`src/rtl/led_code_arbiter.sv`:
```
// led_code_arbiter
// Shares one active-low status LED between N_REQ requesters. A round-robin
// arbiter picks a requester, then an FSM plays its blink code: `code` pulses
// of P cycles lit, each followed by G cycles dark, then Q dark cycles of pause.
// Every output is registered and is derived from the next-state decision, so
// the outputs line up with the state they describe.
// Optional build macro: LED_CODE_ARB_HEARTBEAT_EN. When it is defined, the LED
// shows a heartbeat while idle (lit for the first P of every Q idle cycles).
module led_code_arbiter #(
  parameter int CLK_IN_HZ = 100000000,
  parameter int N_REQ     = 4,
  parameter int CODE_W    = 4,
  parameter int PULSE_MS  = 200,
  parameter int GAP_MS    = 200,
  parameter int PAUSE_MS  = 1000
) (
  input  logic                    clk_in,
  input  logic                    n_rst,
  input  logic [N_REQ-1:0]        req,
  input  logic [N_REQ*CODE_W-1:0] code,
  output logic [N_REQ-1:0]        grant,
  output logic                    done,
  output logic                    busy,
  output logic                    led_out
);

  // Phase lengths in clock cycles
  localparam int P_CYC   = CLK_IN_HZ / 1000 * PULSE_MS;
  localparam int G_CYC   = CLK_IN_HZ / 1000 * GAP_MS;
  localparam int Q_CYC   = CLK_IN_HZ / 1000 * PAUSE_MS;
  localparam int PG_MAX  = (P_CYC > G_CYC) ? P_CYC : G_CYC;
  localparam int MAX_CYC = (PG_MAX > Q_CYC) ? PG_MAX : Q_CYC;
  localparam int CNT_W   = $clog2(MAX_CYC) + 1;
  localparam int IDX_W   = $clog2(N_REQ);

  // Terminal counts (count runs 0 .. len-1 inside a phase)
  localparam logic [CNT_W-1:0] P_LAST = CNT_W'(P_CYC - 1);
  localparam logic [CNT_W-1:0] G_LAST = CNT_W'(G_CYC - 1);
  localparam logic [CNT_W-1:0] Q_LAST = CNT_W'(Q_CYC - 1);
  localparam logic [CNT_W-1:0] P_LEN  = CNT_W'(P_CYC);

  localparam logic [N_REQ-1:0] ONE_HOT0 = {{(N_REQ-1){1'b0}}, 1'b1};

  typedef enum logic [2:0] {
    IDLE  = 3'd0,
    LOAD  = 3'd1,
    ON    = 3'd2,
    OFF   = 3'd3,
    PAUSE = 3'd4,
    DONE  = 3'd5
  } state_t;

  state_t              state_q, state_d;
  logic [CNT_W-1:0]    cnt_q, cnt_d;
  logic [CODE_W-1:0]   rem_q, rem_d;
  logic [IDX_W-1:0]    idx_q, idx_d;
  logic [IDX_W-1:0]    ptr_q, ptr_d;
  logic [N_REQ-1:0]    grant_q, grant_d;
  logic                done_q, done_d;
  logic                busy_q, busy_d;
  logic                led_q, led_d;

  logic                pick_found_s;
  logic [IDX_W-1:0]    pick_idx_s;
  logic [IDX_W-1:0]    pick_next_s;
  logic [CODE_W-1:0]   code_sel_s;
  int                  rr_j_s;

  assign grant   = grant_q;
  assign done    = done_q;
  assign busy    = busy_q;
  assign led_out = led_q;

  // The granted requester's code; only used in LOAD
  assign code_sel_s = code[idx_q*CODE_W +: CODE_W];

  // Round-robin search: first set req bit at or above the pointer, wrapping
  always_comb begin
    pick_found_s = 1'b0;
    pick_idx_s   = '0;
    pick_next_s  = '0;
    rr_j_s       = 0;
    for (int k = 0; k < N_REQ; k++) begin
      rr_j_s = int'(ptr_q) + k;
      if (rr_j_s >= N_REQ) begin
        rr_j_s = rr_j_s - N_REQ;
      end else begin
        rr_j_s = rr_j_s;
      end
      if (!pick_found_s && req[IDX_W'(rr_j_s)]) begin
        pick_found_s = 1'b1;
        pick_idx_s   = IDX_W'(rr_j_s);
        if (rr_j_s + 1 >= N_REQ) begin
          pick_next_s = '0;
        end else begin
          pick_next_s = IDX_W'(rr_j_s + 1);
        end
      end else begin
        pick_found_s = pick_found_s;
      end
    end
  end

  // Next-state, phase counter and registered-output decisions
  always_comb begin
    state_d = state_q;
    cnt_d   = cnt_q + CNT_W'(1);
    rem_d   = rem_q;
    idx_d   = idx_q;
    ptr_d   = ptr_q;
    grant_d = grant_q;

    case (state_q)
      IDLE: begin
        if (pick_found_s) begin
          state_d = LOAD;
          idx_d   = pick_idx_s;
          ptr_d   = pick_next_s;
          grant_d = ONE_HOT0 << pick_idx_s;
        end else if (cnt_q >= Q_LAST) begin
          // Idle counter wraps every Q cycles to pace the heartbeat
          cnt_d = '0;
        end else begin
          cnt_d = cnt_q + CNT_W'(1);
        end
      end
      LOAD: begin
        rem_d = code_sel_s;
        if (code_sel_s == '0) begin
          state_d = PAUSE;
        end else begin
          state_d = ON;
        end
      end
      ON: begin
        if (cnt_q == P_LAST) begin
          state_d = OFF;
        end else begin
          state_d = ON;
        end
      end
      OFF: begin
        if (cnt_q == G_LAST) begin
          rem_d = rem_q - CODE_W'(1);
          if (rem_q == CODE_W'(1)) begin
            state_d = PAUSE;
          end else begin
            state_d = ON;
          end
        end else begin
          state_d = OFF;
        end
      end
      PAUSE: begin
        if (cnt_q == Q_LAST) begin
          state_d = DONE;
        end else begin
          state_d = PAUSE;
        end
      end
      DONE: begin
        state_d = IDLE;
        grant_d = '0;
      end
      default: begin
        state_d = IDLE;
        grant_d = '0;
      end
    endcase

    // Every state entry restarts the phase counter so phase lengths are exact
    if (state_d != state_q) begin
      cnt_d = '0;
    end else begin
      cnt_d = cnt_d;
    end

    busy_d = (state_d != IDLE);
    done_d = (state_d == DONE);

`ifdef LED_CODE_ARB_HEARTBEAT_EN
    if (state_d == IDLE) begin
      led_d = !(cnt_d < P_LEN);
    end else begin
      led_d = (state_d != ON);
    end
`else
    led_d = (state_d != ON);
`endif
  end

  // State and output registers; async reset returns everything to idle
  always_ff @(posedge clk_in or negedge n_rst) begin
    if (!n_rst) begin
      state_q <= IDLE;
      cnt_q   <= '0;
      rem_q   <= '0;
      idx_q   <= '0;
      ptr_q   <= '0;
      grant_q <= '0;
      done_q  <= 1'b0;
      busy_q  <= 1'b0;
      led_q   <= 1'b1;
    end else begin
      state_q <= state_d;
      cnt_q   <= cnt_d;
      rem_q   <= rem_d;
      idx_q   <= idx_d;
      ptr_q   <= ptr_d;
      grant_q <= grant_d;
      done_q  <= done_d;
      busy_q  <= busy_d;
      led_q   <= led_d;
    end
  end

endmodule

```
`config.mk`:
```
export PLATFORM = sky130hd
export DESIGN_NAME = led_code_arbiter
export DESIGN_NICKNAME = d
export VERILOG_FILES = /design/src/rtl/led_code_arbiter.sv
export SDC_FILE = /design/constraint.sdc
export NUM_CORES = 1
export LEC_CHECK = 0
export CAP_MARGIN = 20
export CORE_UTILIZATION = 45
export DETAILED_ROUTE_END_ITERATION = 8
export PLACE_DENSITY = 0.74
export RECOVER_POWER = 50
export SKIP_LAST_GASP = 1
export SYNTH_ARGS = -nofsm -noshare
export SYNTH_HDL_FRONTEND = slang
export SYNTH_SLANG_ARGS = --single-unit
```
`constraint.sdc`:
```
create_clock -name clk_in -period 2.5 [get_ports clk_in]
set_input_delay 0.5 -clock clk_in [delete_from_list [all_inputs] [get_ports clk_in]]
set_output_delay 0.5 -clock clk_in [all_outputs]
set_load 0.01 [all_outputs]
```
; Word-level counts from Yosys, hierarchy flattened
; Index checks and enable logic that the tools add are counted.
[totals]
mem_bits_rw = 0
mem_count = 0
output_inout_bits = 7
inputBits = 22
register_bits = 46
wordCells = 111
mem_bits_ro = 0
latch_bits = 0
[classes]
div_mod_pow = 0
muxes = 47
order_cmp = 13
reduce_logical = 14
n_shift = 2
eq_ne = 12
n_bitwise = 1
addsub = 13
n_mul = 0
[op_table]
columns = cell, n
row1 = $add A32 B2 Y32 const B, 4
row2 = $ge A32 B4 Y1 const B, 4
row3 = $mux W32, 4
row4 = $mux W28, 4
row5 = $add A28 B1 Y28 const B, 1
row6 = $eq A28 B25 Y1 const B, 1
row7 = $eq A28 B27 Y1 const B, 1
row8 = $ge A28 B27 Y1 const B, 1
row9 = $mux W2, 12
row10 = $lt A2 B4 Y1 const B, 4
row11 = $pmux W4 S2, 2
row12 = $shiftx A16 B5 Y4, 1
row13 = $pmux W3 S5, 1
row14 = $mux W1, 14
row15 = $mux W3, 4
row16 = $sub A3 B3 Y4 const B, 3
row17 = $ge A3 B3 Y1 const B, 3
row18 = $bmux W1 S2, 4
row19 = $mux W4, 2
row20 = $add A2 B2 Y3 const B, 2
row21 = $eq A3 B2 Y1 const B, 2
row22 = $eq A3 B3 Y1 const B, 2
row23 = $reduce_and A2 Y1, 3
row24 = $eq A4 B1 Y1 const B, 1
row25 = 17 further kinds, 22

; Longest topological paths before layout
; Gate-level depths: netlist of run 1.
[logic_depth]
depth_word = 19
ltp_mapped = 10
depth_no_buf = 8

; Worst setup path before layout of run 1
; OpenSTA, ideal clock, no wires.
[synth_path]
path_type = reg-to-reg
from = register ptr_q[0]
to = register ptr_q[0]
n_path_buf = 1
required_ns = 2.382
setup_time_ns = 0.118
period_less_slack_ns = 2.624
t_arrival_ns = 2.506
setup_slack_ns = -0.124
stages_incl_launch_ff = 9
cell_sequence = dfrtp_1 > clkbuf_1 > inv_1 > ha_1 > mux4_2 > or2_1 > o311ai_1 > nor3_1 > a21o_1
[synth_via]
elab_chain_len = 16
elab_cells_between_ends = 54
cone_classes = add/sub (11) / order compare (8) / mux (28) / reduce/logical (7)
[synth_rtl]
columns = item, line
row1 = "start, declared", 57  ; logic [IDX_W-1:0] ptr_q, ptr_d;
row2 = "start signal, assigned", 209  ; ptr_q <= ptr_d;
row3 = branches (longest 16 deep; another with $add A32 B2 Y32), n/a
; Parallel ways; which one is timed is not known. The select of a mux whose other input is x is not followed.
; A chain may end at the register's enable or synchronous reset.

; Final worst setup path of run 1
[layout_path]
from = register cnt_q[0]
to = register busy_q, in the netlist busy
[layout_via]
elab_chain_len = 4
elab_cells_between_ends = 7
cone_classes = eq/ne (2) / mux (4) / reduce/logical (1)
[layout_rtl]
columns = item, line
row1 = "start, declared", 54  ; logic [CNT_W-1:0] cnt_q, cnt_d;
row2 = "start signal, assigned", 206  ; cnt_q <= cnt_d;
row3 = $eq A28 B27 Y1 / $eq A28 B25 Y1 (equally long branches), "155, 136, 143"
row4 = "$mux W1, or another cell as far along", 155  ; if (cnt_q == Q_LAST) begin
row5 = $pmux W3 S5 (*), 113  ; case (state_q)
row6 = net state_d[0], 53  ; state_t state_q, state_d;
row7 = $reduce_bool A3 Y1 (*), 178  ; busy_d = (state_d != IDLE);
row8 = net busy_d, 60  ; logic busy_q, busy_d;
row9 = "end signal, assigned", 212  ; busy_q <= busy_d;
row10 = "end, declared", 60
; The timed path passes the listed nets; every way through them passes the cells marked *.

==> metrics.txt, run 1 <==
antenna violations before repair=0; Final Hold Viols=0; CTS tree=built; CP Capture Type=flip-flop; Worst Setup SP=cnt_q[0]; mean routed wirelength per cell=13.5 um; Setup WS post-layout=0.0789 ns; GRT Residual Overflow=0; pwr/cell area=399 nW/um2; syn_nets=333; first-pass GRT wire length=10.2 mm; Leak=1.49 nW; Port Buf Inserts=28; via count=2374; most frequent cell after synthesis=dfrtp_1; Routed Antenna Nets=0; clock root cell=clkbuf_8; area leader, netlist=dfrtp_1; worst hold path type=flip-flop to flip-flop; failing checks=max-capacitance violations, max-slew violations; fraction of layout cells with a size suffix above 1=15.5%; Final Net Count=389; clk sink count=46; busiest grt layer=met2; worst flop-to-flop path endpoint=busy; hold-fix buffer count after cts=0; FF-to-FF setup slack=0.08 ns; crit share post-route=96.8%; Synth Warn #=0; Initial DRC Count=95; Rows=28; met1 Use GR=26.2%; top post-synthesis cells by area=dfrtp_1 (40%), xor2_1 (6.2%), nor2_1 (5.3%), mux4_2 (4.0%), nand2_1 (4.0%); EDFF count, synth=0; R2R cell count=7; vias in the first global route=2321; total negative slack=0 ns; Die Ht=81.1 um; Critical Path Fanout Max=3; CTS Buffer Depth=2; cells after synthesis=304; # diodes=0; Total GRT Usage=20.0%; end point of the critical path=busy; critical path required time=2.67 ns; Max VDD drop=0.308 mV; #FFs+latches synth=46; worst hold margin=0.484 ns; Layout fillers=522; RR Startpoint=cnt_q[0]; Max Slew Vio Count=31; hpwl dp=4.38 mm; syn_area_per_cell=9.27 um2; Synth Cell Area=2820 um2; pre-CTS WS=-0.130 ns; Synth top area share=40.0%; CTS H-tree depth=2; Post-synth ARST share=100%; Detailed Route WL=5.88 mm; sequential element share of the synthesized area=40.9%; DRC=0; drt via density=5.44; # IOs=29; highest clock rate=413 MHz; slew of the pin with the lowest slew margin=1.61 ns; area delta synth->final=23.7%; GRT met3 Usage=2.70%; total power=1.39 mW; # setup viols final=0; status=finished, violations left; Commonest cells post-synth=dfrtp_1 (45), nor2_1 (40), nand2_1 (30), xor2_1 (20); Worst-Skew Late Latency=0.30 ns; clk slew on worst S/H paths=0.08 ns; fin crit period=2.42 ns; Rel. slew slack=-7.08%; area of the multi-input gates=1590 um2; Pre-Repair DR Iteration Count=5; Distinct cells, synth=57; DIE AREA=6580 um2; largest net degree at the start of global routing=31; Chip Width=81.1 um; Num CTS Buffers=5; RSZ-0062 raised after global routing=true; Max Cap Viol=1; Synth Flop Type=dfrtp_1; Crit Path Category=flip-flop to flip-flop; Initial Utilization=47.0%; Setup crit start kind=flip-flop; final core occ=58.2%; GPL Wtd Cong=0.847; clock skew=0.00831 ns; M2 GR Usage=33.8%; Critical Path AT=2.59 ns; register area=1150 um2; Core Area=5990 um2
worst min path at each step:
stage,startpoint,end,cells past startpoint
after floorplan,n_rst,busy,0
after global placement,grant[0],grant[0],2
after detailed placement,grant[1],grant[1],2
after CTS,n_rst,cnt_q[0],1
after global routing,grant[2],grant[2],2
final,grant[1],grant[1],2
stage by stage:
stage,instances,area (um2)
3_3_place_gp,427,3390
6_report,436,3490
4_1_cts,435,3470
3_5_place_dp,427,3390
2_1_floorplan,304,2820
5_1_grt,436,3490
placed cells by master (no fill, tap or decap), types with 3 or more instances in the layout:
cell	n
nor2b_1	5
nor3b_1	3
nand4_1	10
xor2_1	20
a31oi_1	4
dlygate4sd3_1	3
and3_1	4
buf_4	31
mux2i_1	3
clkbuf_1	6
mux4_2	5
nand2_1	30
ha_1	7
inv_1	9
clkbuf_8	5
and4_1	4
o21ai_0	5
a221oi_1	3
a211oi_1	3
nand2b_1	9
clkdlybuf4s50_1	24
nor2_1	40
nand3_1	9
a21oi_1	8
dfrtp_1	45
xnor2_1	7
nor4_1	4
o21ai_1	7
nor3_1	8
cell families after synthesis:
| family | Yosys count | synth area share, % |
|---|---|---|
| adder cells (fa/ha/maj) | 7 | 3.11 |
| buffers and inverters | 22 | 3.06 |
| flip-flops | 46 | 40.9 |
| AND/OR/NAND/NOR | 143 | 26.7 |
| AO/OA/AOI/OAI | 50 | 12.3 |
| XOR/XNOR | 27 | 8.39 |
| multiplexers | 9 | 5.46 |
layer usage:
metal	wire (um)	share of wire [%]
met1	2760	47
met5	0	0
met2	2950	50
met4	42	0.71
met3	118	2.0
registers in the layout (all words and copies together) (netlist names):
signal,flops
busy,1
cnt_q,28
done,1
grant,4
idx_q,2
led_out,1
ptr_q,2
rem_q,4
state_q,3
power by group:
| part | total [mW] | internal, mW | switching (mW) |
|---|---|---|---|
| combinational | 0.194 | 0.105 | 0.0882 |
| clock | 0.435 | 0.199 | 0.236 |
| sequential | 0.762 | 0.752 | 0.00958 |
critical path, cell delays in order, from the launching register on:
cell,delay (ns)
dfrtp_1,0.36
ha_1,0.17
and4_4,0.26
nand2_4,0.05
or4_4,0.55
xnor2_1,0.15
a211o_1,0.30
or4b_1,0.46
layout make-up:
| cell class | count | share of cell area [%] |
|---|---|---|
| repair buffers | 62 | 15.3 |
| flip-flops and latches | 46 | 33.1 |
| clock buffers | 8 | 2.30 |
| inverters | 9 | 0.969 |
| well taps | 75 | 2.69 |
| multi-input cells | 236 | 45.7 |
repair_timing:
item / 4_1_cts / 5_1_grt
resized for setup: 0 / 2
setup endpoints to repair: 0 / 1
setup buffers: 0 / 1
Note: power is estimated with default switching activity, not from simulation.
==> run 2, diff against run 1 <==
- CAP_MARGIN: 20 -> unset
==> results of run 2 <==
Same layout as run 1: the final DEF is identical, and so are final timing and power.
==> run 3, diff against run 2 <==
- GPL_TIMING_DRIVEN: unset -> 0
==> metrics.txt, run 3 (synthesized netlist as in run 1, its figures left out) <==
worst hold path type=input pin to async pin; R2R cell count=6 (-1); Worst-Skew Late Latency=0.30 ns (about the same); clock power share=31.6% (+0.3 points); Initial DRC Count=175 (+84%); mean routed wirelength per cell=14.7 um (+8.9%); number of flip-flops in the largest register=28 (unchanged); DRC=0 (unchanged); Port Buf Inserts=25 (-11%); CTS H-tree depth=2 (unchanged); Gate power share=13.9% (about the same); Final Hold Viols=0 (unchanged); Switch Pwr=0.358 mW (+7.4%); Setup crit start kind=flip-flop; Die Ht=81.1 um (unchanged); fin crit period=2.46 ns (+0.0357 ns); Max Cap Viol=0 (-1); Routed Antenna Nets=0 (unchanged); hpwl dp=4.18 mm (-4.7%); Chip Width=81.1 um (unchanged); status=finished, final reports clean; Core Area=5990 um2 (unchanged); Critical Path Fanout Max=4 (+1); most frequent cells in the layout=dfrtp_1 (41), nor2_1 (40), nand2_1 (30); most common cell after layout, fill and taps aside=dfrtp_1; worst flop-to-flop path endpoint=busy; Leak=1.44 nW (-3.4%); Worst Setup SP=cnt_q[12]; RR Startpoint=cnt_q[12]; Rows=28 (unchanged); clock skew=0.00655 ns (-0.00176 ns); Num CTS Buffers=5 (unchanged); Crit Path Category=flip-flop to flip-flop; critical path required time=2.68 ns (about the same); CP Capture Type=flip-flop; pwr/cell area=407 nW/um2 (+1.9%); Max Slew Vio Count=0 (-100%); RSZ-0062 raised after global routing=true; Initial Utilization=47.0% (unchanged); largest net degree at the start of global routing=29 (-6.5%); # diodes=0 (unchanged); most flop-heavy register=cnt_q; clock root cell=clkbuf_8; switching portion of total power=25.7% (+1.7 points); M2 GR Usage=32.0% (-1.8 points); hold-fix buffer count after cts=0 (unchanged); antenna violations before repair=0 (unchanged); final core occ=57.2% (-0.96 points); worst hold margin=0.341 ns (-0.143 ns); highest clock rate=407 MHz (-1.5%); crit share post-route=98.3% (+1.4 points); fraction of layout cells with a size suffix above 1=16.4% (+0.87 points); Pre-Repair DR Iteration Count=4 (-1); first-pass GRT wire length=10.0 mm (-2.1%); CTS Buffer Depth=2 (unchanged); Critical Path AT=2.64 ns (+0.05 ns); FF-to-FF setup slack=0.04 ns (-0.04 ns); Rel. slew slack=33.5% (+41 points); area delta synth->final=21.7%; clk sink count=46 (unchanged); busiest grt layer=met2; Max VDD drop=0.195 mV (-36%); Detailed Route WL=6.21 mm (+5.7%); Internal Power=1.04 mW (-2.0%); slew of the pin with the lowest slew margin=0.998 ns (-0.609 ns); Final Net Count=377 (-3.1%); Layout fillers=521 (-0.19%); via count=2369 (-0.21%); GRT Residual Overflow=0 (unchanged); vias in the first global route=2190 (-5.6%); clk slew on worst S/H paths=0.09 ns (about the same); Total GRT Usage=19.7% (-0.30 points); sequential share of power=54.5% (-0.3 points); CTS tree=built; # IOs=29 (unchanged); # setup viols final=0 (unchanged); met1 Use GR=26.5% (+0.27 points); GPL Wtd Cong=0.895 (+5.6%); GRT met3 Usage=3.26% (+0.56 points); DIE AREA=6580 um2 (unchanged); drt via density=5.60 (+2.9%)
## run 3: cell count changes in the layout (fill, tap and decap cells not counted), sizes merged
cell / before / now
buf: 32 / 16
clkdlybuf4s50: 24 / 21
clkinv: 0 / 2
clkbuf: 11 / 15
## run 3: worst max-delay path by stage
stage / end / slack [ns] / cells past startpoint
after floorplan: ptr_q[0] / 0.01 / 8
after global placement: grant[2] / -0.32 / 1
after detailed placement: cnt_q[15] / -0.31 / 8
after CTS: ptr_q[0] / 0.009 / 10
after global routing: busy / -0.05 / 6
final: busy / 0.04 / 6
## run 3: repair_timing
item / in CTS / in global routing
gates resized for setup: 9 / 12
pin swaps: 2 / 4
buffers inserted: 4 / 9
setup endpoints to repair: 18 / 29
## run 3: power groups by stage
| stage | clock (mW) | combinational, mW | sequential (mW) |
|---|---|---|---|
| 2_1_floorplan | 0 | 0.103 | 0.775 |
| 3_3_place_gp | 0 | 0.174 | 0.774 |
| 3_5_place_dp | 0 | 0.181 | 0.774 |
| 4_1_cts | 0.452 | 0.185 | 0.760 |
| 5_1_grt | 0.475 | 0.213 | 0.761 |
| 6_report | 0.440 | 0.194 | 0.760 |
## run 3: critical path: stages, from the launching register on
cell,delay [ns]
dfrtp_2,0.45
nor4b_4,0.27
nand2_1,0.13
or4_4,0.56
xnor2_1,0.15
a211o_1,0.30
or4b_1,0.47
## run 3: area by class of cell
type	count	area, um2	share of cell area (%)
well taps	75	93.8	2.74
plain buffers	11	47.5	1.39
multi-input cells	236	1670	48.7
repair buffers	39	347	10.1
inverters	9	33.8	0.985
clock inverters	2	10.0	0.292
flip-flops and latches	46	1160	33.8
clock buffers	5	68.8	2.01
## run 3: per-stage QoR
step	setup TNS (ns)	setup WS (ns)	power, mW	instance area, um2	instances
after detailed placement	-7.97	-0.311	0.955	3180	405
final	0	0.0432	1.39	3430	423
after global placement	-20.48	-0.325	0.948	3170	404
after floorplan	0	0.0121	0.877	2820	304
after CTS	0	0.00896	1.40	3330	415
after global routing	-0.415	-0.0466	1.45	3430	423
## run 3: routing by layer
layer | vias to the layer above | part of all wire [%]
li1 | 1166 | -
met3 | 8 | 3.4
met4 | 0 | 1.5
met2 | 53 | 50
met1 | 1142 | 45
met5 | - | 0
